[config.mk]
export PLATFORM = sky130hd
export DESIGN_NAME = i2c_reg_target
export DESIGN_NICKNAME = d
export VERILOG_FILES = /design/src/rtl/i2c_reg_target.sv
export SDC_FILE = /design/constraint.sdc
export NUM_CORES = 1
export LEC_CHECK = 0
export BUFFER_PORTS_ARGS = -buffer_cell sky130_fd_sc_hd__buf_2
export CAP_MARGIN = 20
export CELL_PAD_IN_SITES_DETAIL_PLACEMENT = 0
export CELL_PAD_IN_SITES_GLOBAL_PLACEMENT = 1
export CORE_ASPECT_RATIO = 1.1
export CORE_MARGIN = 8
export CORE_UTILIZATION = 49
export DETAILED_ROUTE_END_ITERATION = 7
export PLACE_DENSITY = 0.77
export SLEW_MARGIN = 20
export SYNTH_ARGS = -nofsm -noshare
export SYNTH_HDL_FRONTEND = slang
export SYNTH_SLANG_ARGS = --single-unit
[constraint.sdc]
create_clock -name iCLK -period 3.1 [get_ports iCLK]
set_input_delay 0.465 -clock iCLK [delete_from_list [all_inputs] [get_ports iCLK]]
set_output_delay 0.465 -clock iCLK [all_outputs]
set_load 0.1 [all_outputs]
[src/rtl/i2c_reg_target.sv]
// I2C register target: oversampled SCL/SDA, open-drain SDA, 2**REG_AW x 8 register file
// written by [dev, sub, data...] transfers and read back via repeated-START random reads.

module i2c_line_filt #(
  parameter int FILT = 3
) (
  input  logic iCLK,
  input  logic iRST,
  input  logic iPIN,
  output logic oLINE
);
  localparam int CW = $clog2(FILT + 1);
  logic          r_s1, r_s2, r_line;
  logic [CW-1:0] r_cnt;

  // The filtered line follows the pin only after FILT consecutive differing samples.
  always_ff @(posedge iCLK) begin
    if (iRST) begin
      r_s1   <= 1'b1;
      r_s2   <= 1'b1;
      r_line <= 1'b1;
      r_cnt  <= '0;
    end else begin
      r_s1 <= iPIN;
      r_s2 <= r_s1;
      if (r_s2 != r_line) begin
        if (r_cnt == CW'(FILT - 1)) begin
          r_line <= r_s2;
          r_cnt  <= '0;
        end else begin
          r_cnt <= r_cnt + 1'b1;
        end
      end else begin
        r_cnt <= '0;
      end
    end
  end

  assign oLINE = r_line;
endmodule

module i2c_reg_target #(
  parameter logic [6:0] DEV_ADDR = 7'h1A,
  parameter int         REG_AW   = 6,
  parameter int         FILT     = 3
) (
  input  logic              iCLK,
  input  logic              iRST,
  input  logic              iSCL,
  input  logic              iSDA,
  output logic              oSDA_OE,
  output logic              oWR_STB,
  output logic [REG_AW-1:0] oWR_ADDR,
  output logic [7:0]        oWR_DATA,
  input  logic [REG_AW-1:0] iRD_ADDR,
  output logic [7:0]        oRD_DATA,
  output logic              oBUSY
);
  localparam int NUM_REGS = 2 ** REG_AW;

  typedef enum logic [2:0] {IDLE, DEV, SUB, WDATA, RDATA, ACK, MACK, IGNORE} state_t;

  logic [1:0]        w_line;
  logic              w_scl, w_sda, w_rise, w_fall, w_start, w_stop;
  logic [7:0]        w_byte;
  logic              r_scl_d, r_sda_d;
  state_t            r_state, r_next;
  logic [3:0]        r_bitcnt;
  logic [7:0]        r_sh;
  logic [REG_AW-1:0] r_ptr;
  logic              r_ackph, r_oe, r_wr_stb;
  logic [REG_AW-1:0] r_wr_addr;
  logic [7:0]        r_wr_data, r_rd_data;
  logic [7:0]        r_mem [NUM_REGS];

  i2c_line_filt #(.FILT(FILT)) u_filt [1:0] (
    .iCLK  (iCLK),
    .iRST  (iRST),
    .iPIN  ({iSCL, iSDA}),
    .oLINE (w_line)
  );

  assign w_scl   = w_line[1];
  assign w_sda   = w_line[0];
  assign w_rise  = w_scl & ~r_scl_d;
  assign w_fall  = ~w_scl & r_scl_d;
  assign w_start = r_sda_d & ~w_sda & w_scl & r_scl_d;
  assign w_stop  = ~r_sda_d & w_sda & w_scl & r_scl_d;
  assign w_byte  = {r_sh[6:0], w_sda};

  always_ff @(posedge iCLK) begin
    if (iRST) begin
      r_scl_d   <= 1'b1;
      r_sda_d   <= 1'b1;
      r_state   <= IDLE;
      r_next    <= IDLE;
      r_bitcnt  <= '0;
      r_sh      <= '0;
      r_ptr     <= '0;
      r_ackph   <= 1'b0;
      r_oe      <= 1'b0;
      r_wr_stb  <= 1'b0;
      r_wr_addr <= '0;
      r_wr_data <= '0;
      for (int i = 0; i < NUM_REGS; i++) r_mem[i] <= '0;
    end else begin
      r_scl_d  <= w_scl;
      r_sda_d  <= w_sda;
      r_wr_stb <= 1'b0;
      if (w_start) begin
        r_state  <= DEV;
        r_bitcnt <= '0;
        r_ackph  <= 1'b0;
        r_oe     <= 1'b0;
      end else if (w_stop) begin
        r_state <= IDLE;
        r_oe    <= 1'b0;
      end else begin
        case (r_state)
          DEV, SUB, WDATA: if (w_rise) begin
            r_sh     <= w_byte;
            r_bitcnt <= r_bitcnt + 4'd1;
            if (r_bitcnt == 4'd7) begin
              r_bitcnt <= '0;
              r_ackph  <= 1'b0;
              r_state  <= ACK;
              case (r_state)
                DEV: begin
                  if (w_byte[7:1] != DEV_ADDR) r_state <= IGNORE;
                  r_next <= w_byte[0] ? RDATA : SUB;
                end
                SUB: begin
                  r_ptr  <= w_byte[REG_AW-1:0];
                  r_next <= WDATA;
                end
                default: begin
                  r_mem[r_ptr] <= w_byte;
                  r_wr_stb     <= 1'b1;
                  r_wr_addr    <= r_ptr;
                  r_wr_data    <= w_byte;
                  r_ptr        <= r_ptr + 1'b1;
                  r_next       <= WDATA;
                end
              endcase
            end
          end
          // First fall pulls SDA low for the ACK bit, second fall ends it.
          ACK: if (w_fall) begin
            if (!r_ackph) begin
              r_oe    <= 1'b1;
              r_ackph <= 1'b1;
            end else begin
              r_ackph  <= 1'b0;
              r_bitcnt <= '0;
              r_state  <= r_next;
              if (r_next == RDATA) begin
                r_sh <= r_mem[r_ptr];
                r_oe <= ~r_mem[r_ptr][7];
              end else begin
                r_oe <= 1'b0;
              end
            end
          end
          RDATA: begin
            if (w_rise) r_bitcnt <= r_bitcnt + 4'd1;
            if (w_fall) begin
              if (r_bitcnt == 4'd8) begin
                r_oe    <= 1'b0;
                r_state <= MACK;
              end else begin
                r_sh <= {r_sh[6:0], r_sh[7]};
                r_oe <= ~r_sh[6];
              end
            end
          end
          MACK: begin
            if (w_rise) begin
              if (!w_sda) begin
                r_ptr   <= r_ptr + 1'b1;
                r_ackph <= 1'b1;
              end else begin
                r_state <= IGNORE;
              end
            end else if (w_fall && r_ackph) begin
              r_ackph  <= 1'b0;
              r_bitcnt <= '0;
              r_state  <= RDATA;
              r_sh     <= r_mem[r_ptr];
              r_oe     <= ~r_mem[r_ptr][7];
            end
          end
          default: r_oe <= 1'b0;
        endcase
      end
    end
  end

  always_ff @(posedge iCLK) begin
    if (iRST) r_rd_data <= '0;
    else      r_rd_data <= r_mem[iRD_ADDR];
  end

  assign oSDA_OE  = r_oe;
  assign oWR_STB  = r_wr_stb;
  assign oWR_ADDR = r_wr_addr;
  assign oWR_DATA = r_wr_data;
  assign oRD_DATA = r_rd_data;
  assign oBUSY    = r_state inside {SUB, WDATA, RDATA, ACK, MACK};
endmodule

==> results.sh <==
export IMPL_design_area_um2=34300
export IMPL_fin_cells=3050
export IMPL_maxCapViolations=0
export IMPL_dp_final_hpwl_um=63800
export IMPL_power_mw=19.6
export IMPL_row_count=96
export IMPL_fin_skew_ns=0.0169
export IMPL_viasPerCell=6.52
export IMPL_outcome="finished clean"
export IMPL_core_area_um2=62200
export IMPL_ys_flop_type="edfxtp_1"
export IMPL_clk_pin_slew_ns=0.06
export IMPL_initial_utilization_pct=49.3
export IMPL_grt_usage_pct=26.0
export IMPL_h_tree_depth=2
export IMPL_vias=19900
export IMPL_worst_ep_arrival_time_ns=3.31
export IMPL_final_hold_viol_count=0
export IMPL_ys_ff_latch=579
export IMPL_async_flop_share_pct=0
export IMPL_ys_types=67
export IMPL_cts_root_buf="clkbuf_16"
export IMPL_hp_class="primary input to register"
export IMPL_clk_latency_ns=0.63
export IMPL_synthMostInstantiatedCell="edfxtp_1"
export IMPL_final_nets=2185
export IMPL_critPathRequiredTime_ns=3.56
export IMPL_synth_top_area_cell="edfxtp_1"
export IMPL_min_period_ns=2.85
export IMPL_drv_slew=0
export IMPL_setup_viol=0
export IMPL_final_layout_size_suffix_gt1_share_pct=29.0
export IMPL_p_per_area_nw_per_um2=572
export IMPL_cp_start_kind="register"
export IMPL_synth_nets=2134
export IMPL_crit_fanout=23
export IMPL_max_vdd_ir_drop_uv=481
export IMPL_drt_pre_antenna_iters=5
export IMPL_post_cts_buffers=0
export IMPL_fmax_mhz=351
export IMPL_pre_cts_ws_ns=0.213
export IMPL_cts_inserted_buffers=60
export IMPL_ys_seq_area_share_pct=54.5
export IMPL_slew_headroom_pct=31.8
export IMPL_setup_tns_ns=0
export IMPL_grt_max_degree=75
export IMPL_wire_per_inst_um=30.2
export IMPL_worstSetupEndpointType="register"
export IMPL_synth_cells=2117
export IMPL_grt_pass1_wl_um=135000
export IMPL_die_h_um=278
export IMPL_ant_nets=0
export IMPL_period_share_pct=91.8
export IMPL_min_from="iSCL"
export IMPL_synthesis_area_um2=30700
export IMPL_synth_edf_count=512
export IMPL_routed_wl_um=92000
export IMPL_rsz0062_at_grt="false"
export IMPL_post_place_cells=2938
export IMPL_crit_type="register to register"
export IMPL_fp_dieW_um=255
export IMPL_io_buffer_count=34
export IMPL_clock_path_buffers=3
export IMPL_grt_antenna_before_repair=1
export IMPL_cts_sink_count=579
export IMPL_grt_pass1_vias=19600
export IMPL_syn2layout_area_growth_pct=12.0
export IMPL_ys_top_cells_by_area="edfxtp_1 50%, mux4_2 21%, and2_1 9.2%, dfxtp_1 4.4%, clkbuf_1 1.6%"
export IMPL_initialDrtViolationCount=2470
export IMPL_gp_congestion=0.925
export IMPL_die_area_um2=70900
export IMPL_pin_count=35
export IMPL_route_detailed_drc=0
export IMPL_syn_avg_cell_area_um2=14.5
export IMPL_power_leakage_nw=11.7
export IMPL_dpl_cell_area_um2=32400
export IMPL_tightest_slew_ns=1.02
export IMPL_ys_warn_count=0
export IMPL_grt_ovfl_total=0
export IMPL_yosysTopAreaCellShare_pct=50.1
export IMPL_synth_common_cells="512 x edfxtp_1, 453 x and2_1, 289 x mux4_2, 129 x clkbuf_1, 104 x nor2_1"
export IMPL_cts_tree="built"
export IMPL_fin_ws_ns=0.254
## per-stage QoR
stage                     hold WS [ns]  utilization (%)
final                           0.0593             55.2
after global routing            0.0634             55.2
after CTS                       0.0558             55.2
after detailed placement         0.393             52.0
after global placement           0.394             52.0
after floorplan                  0.389                -
## path summary, 6_finish.rpt
kind	end	slack (ns)	cells after the start
worst min register to register	u_filt[0].r_s2	0.41	1
worst max register to register	r_sh[3]	0.25	7
worst max-delay path	r_sh[3]	0.25	7
worst min-delay path	u_filt[1].r_s1	0.06	2
## layout make-up
type,count,area [um2]
clock inverters,30,333
repair buffers,198,1620
multi-input cells,1319,13000
diodes,1,2.50
clock buffers,80,1620
inverters,10,37.5
fillers,5085,27900
flip-flops and latches,579,16700
well taps,833,1040
## cell families after synthesis
logic type	Yosys count	synth area share [%]
AO/OA/AOI/OAI	221	4.81
XOR/XNOR	7	0.224
adder cells (fa/ha/maj)	7	0.286
buffers and inverters	219	3.28
flip-flops	579	54.5
multiplexers	334	22.7
AND/OR/NAND/NOR	750	14.2
## critical path, stage by stage (launching register included)
cell,delay (ns)
dfxtp_4,0.62
buf_12,0.29
mux4_2,0.57
a22o_1,0.28
a221oi_1,0.31
o22ai_1,0.27
o21ai_1,0.20
a311oi_1,0.11
## registers in the layout, summed over array words and instances, names as in the netlist, 3 cells and up, named ones only
register and cells:
oRD_DATA 8, oWR_ADDR 6, oWR_DATA 8, r_bitcnt 4
r_mem 512, r_next 3, r_ptr 6, r_sh 8
r_state 3, u_filt.r_cnt 4
## report_power, final
part           leakage, nW  internal, mW  switching [mW]  total, mW
clock network        0.952          4.23            3.02       7.25
logic                 5.15          1.01            2.09       3.10
registers             5.57          8.86           0.446       9.30
## cell usage in the layout (no fill, tap or decap), types with 9 or more instances in the layout
master	instances
clkinv_2	11
o21ai_1	12
mux2i_1	43
nand2b_1	9
a221oi_1	25
and2_1	453
a21oi_1	17
o21ai_0	78
nand3_1	9
edfxtp_1	512
mux4_2	289
buf_2	32
a22o_1	24
clkbuf_1	17
o22ai_1	25
nor2_1	103
buf_12	16
nor3_1	68
nor2_2	21
clkbuf_16	61
buf_4	148
a311oi_1	9
nand2_1	24
dfxtp_1	57
## per-layer routing
layer	GRT usage (%)	vias to the layer above	wire, um
li1	-	8260	-
met1	35.4	10300	35500
met2	42.6	1127	45000
met3	3.95	211	8090
met4	8.62	0	3330
met5	0	-	0
## repair_timing
| item | CTS | global route |
|---|---|---|
| endpoints found under the hold margin | 1 | 0 |
| gates resized for setup | 0 | 0 |
| hold buffers | 1 | 0 |
Note: power is estimated with default switching activity, not from simulation.
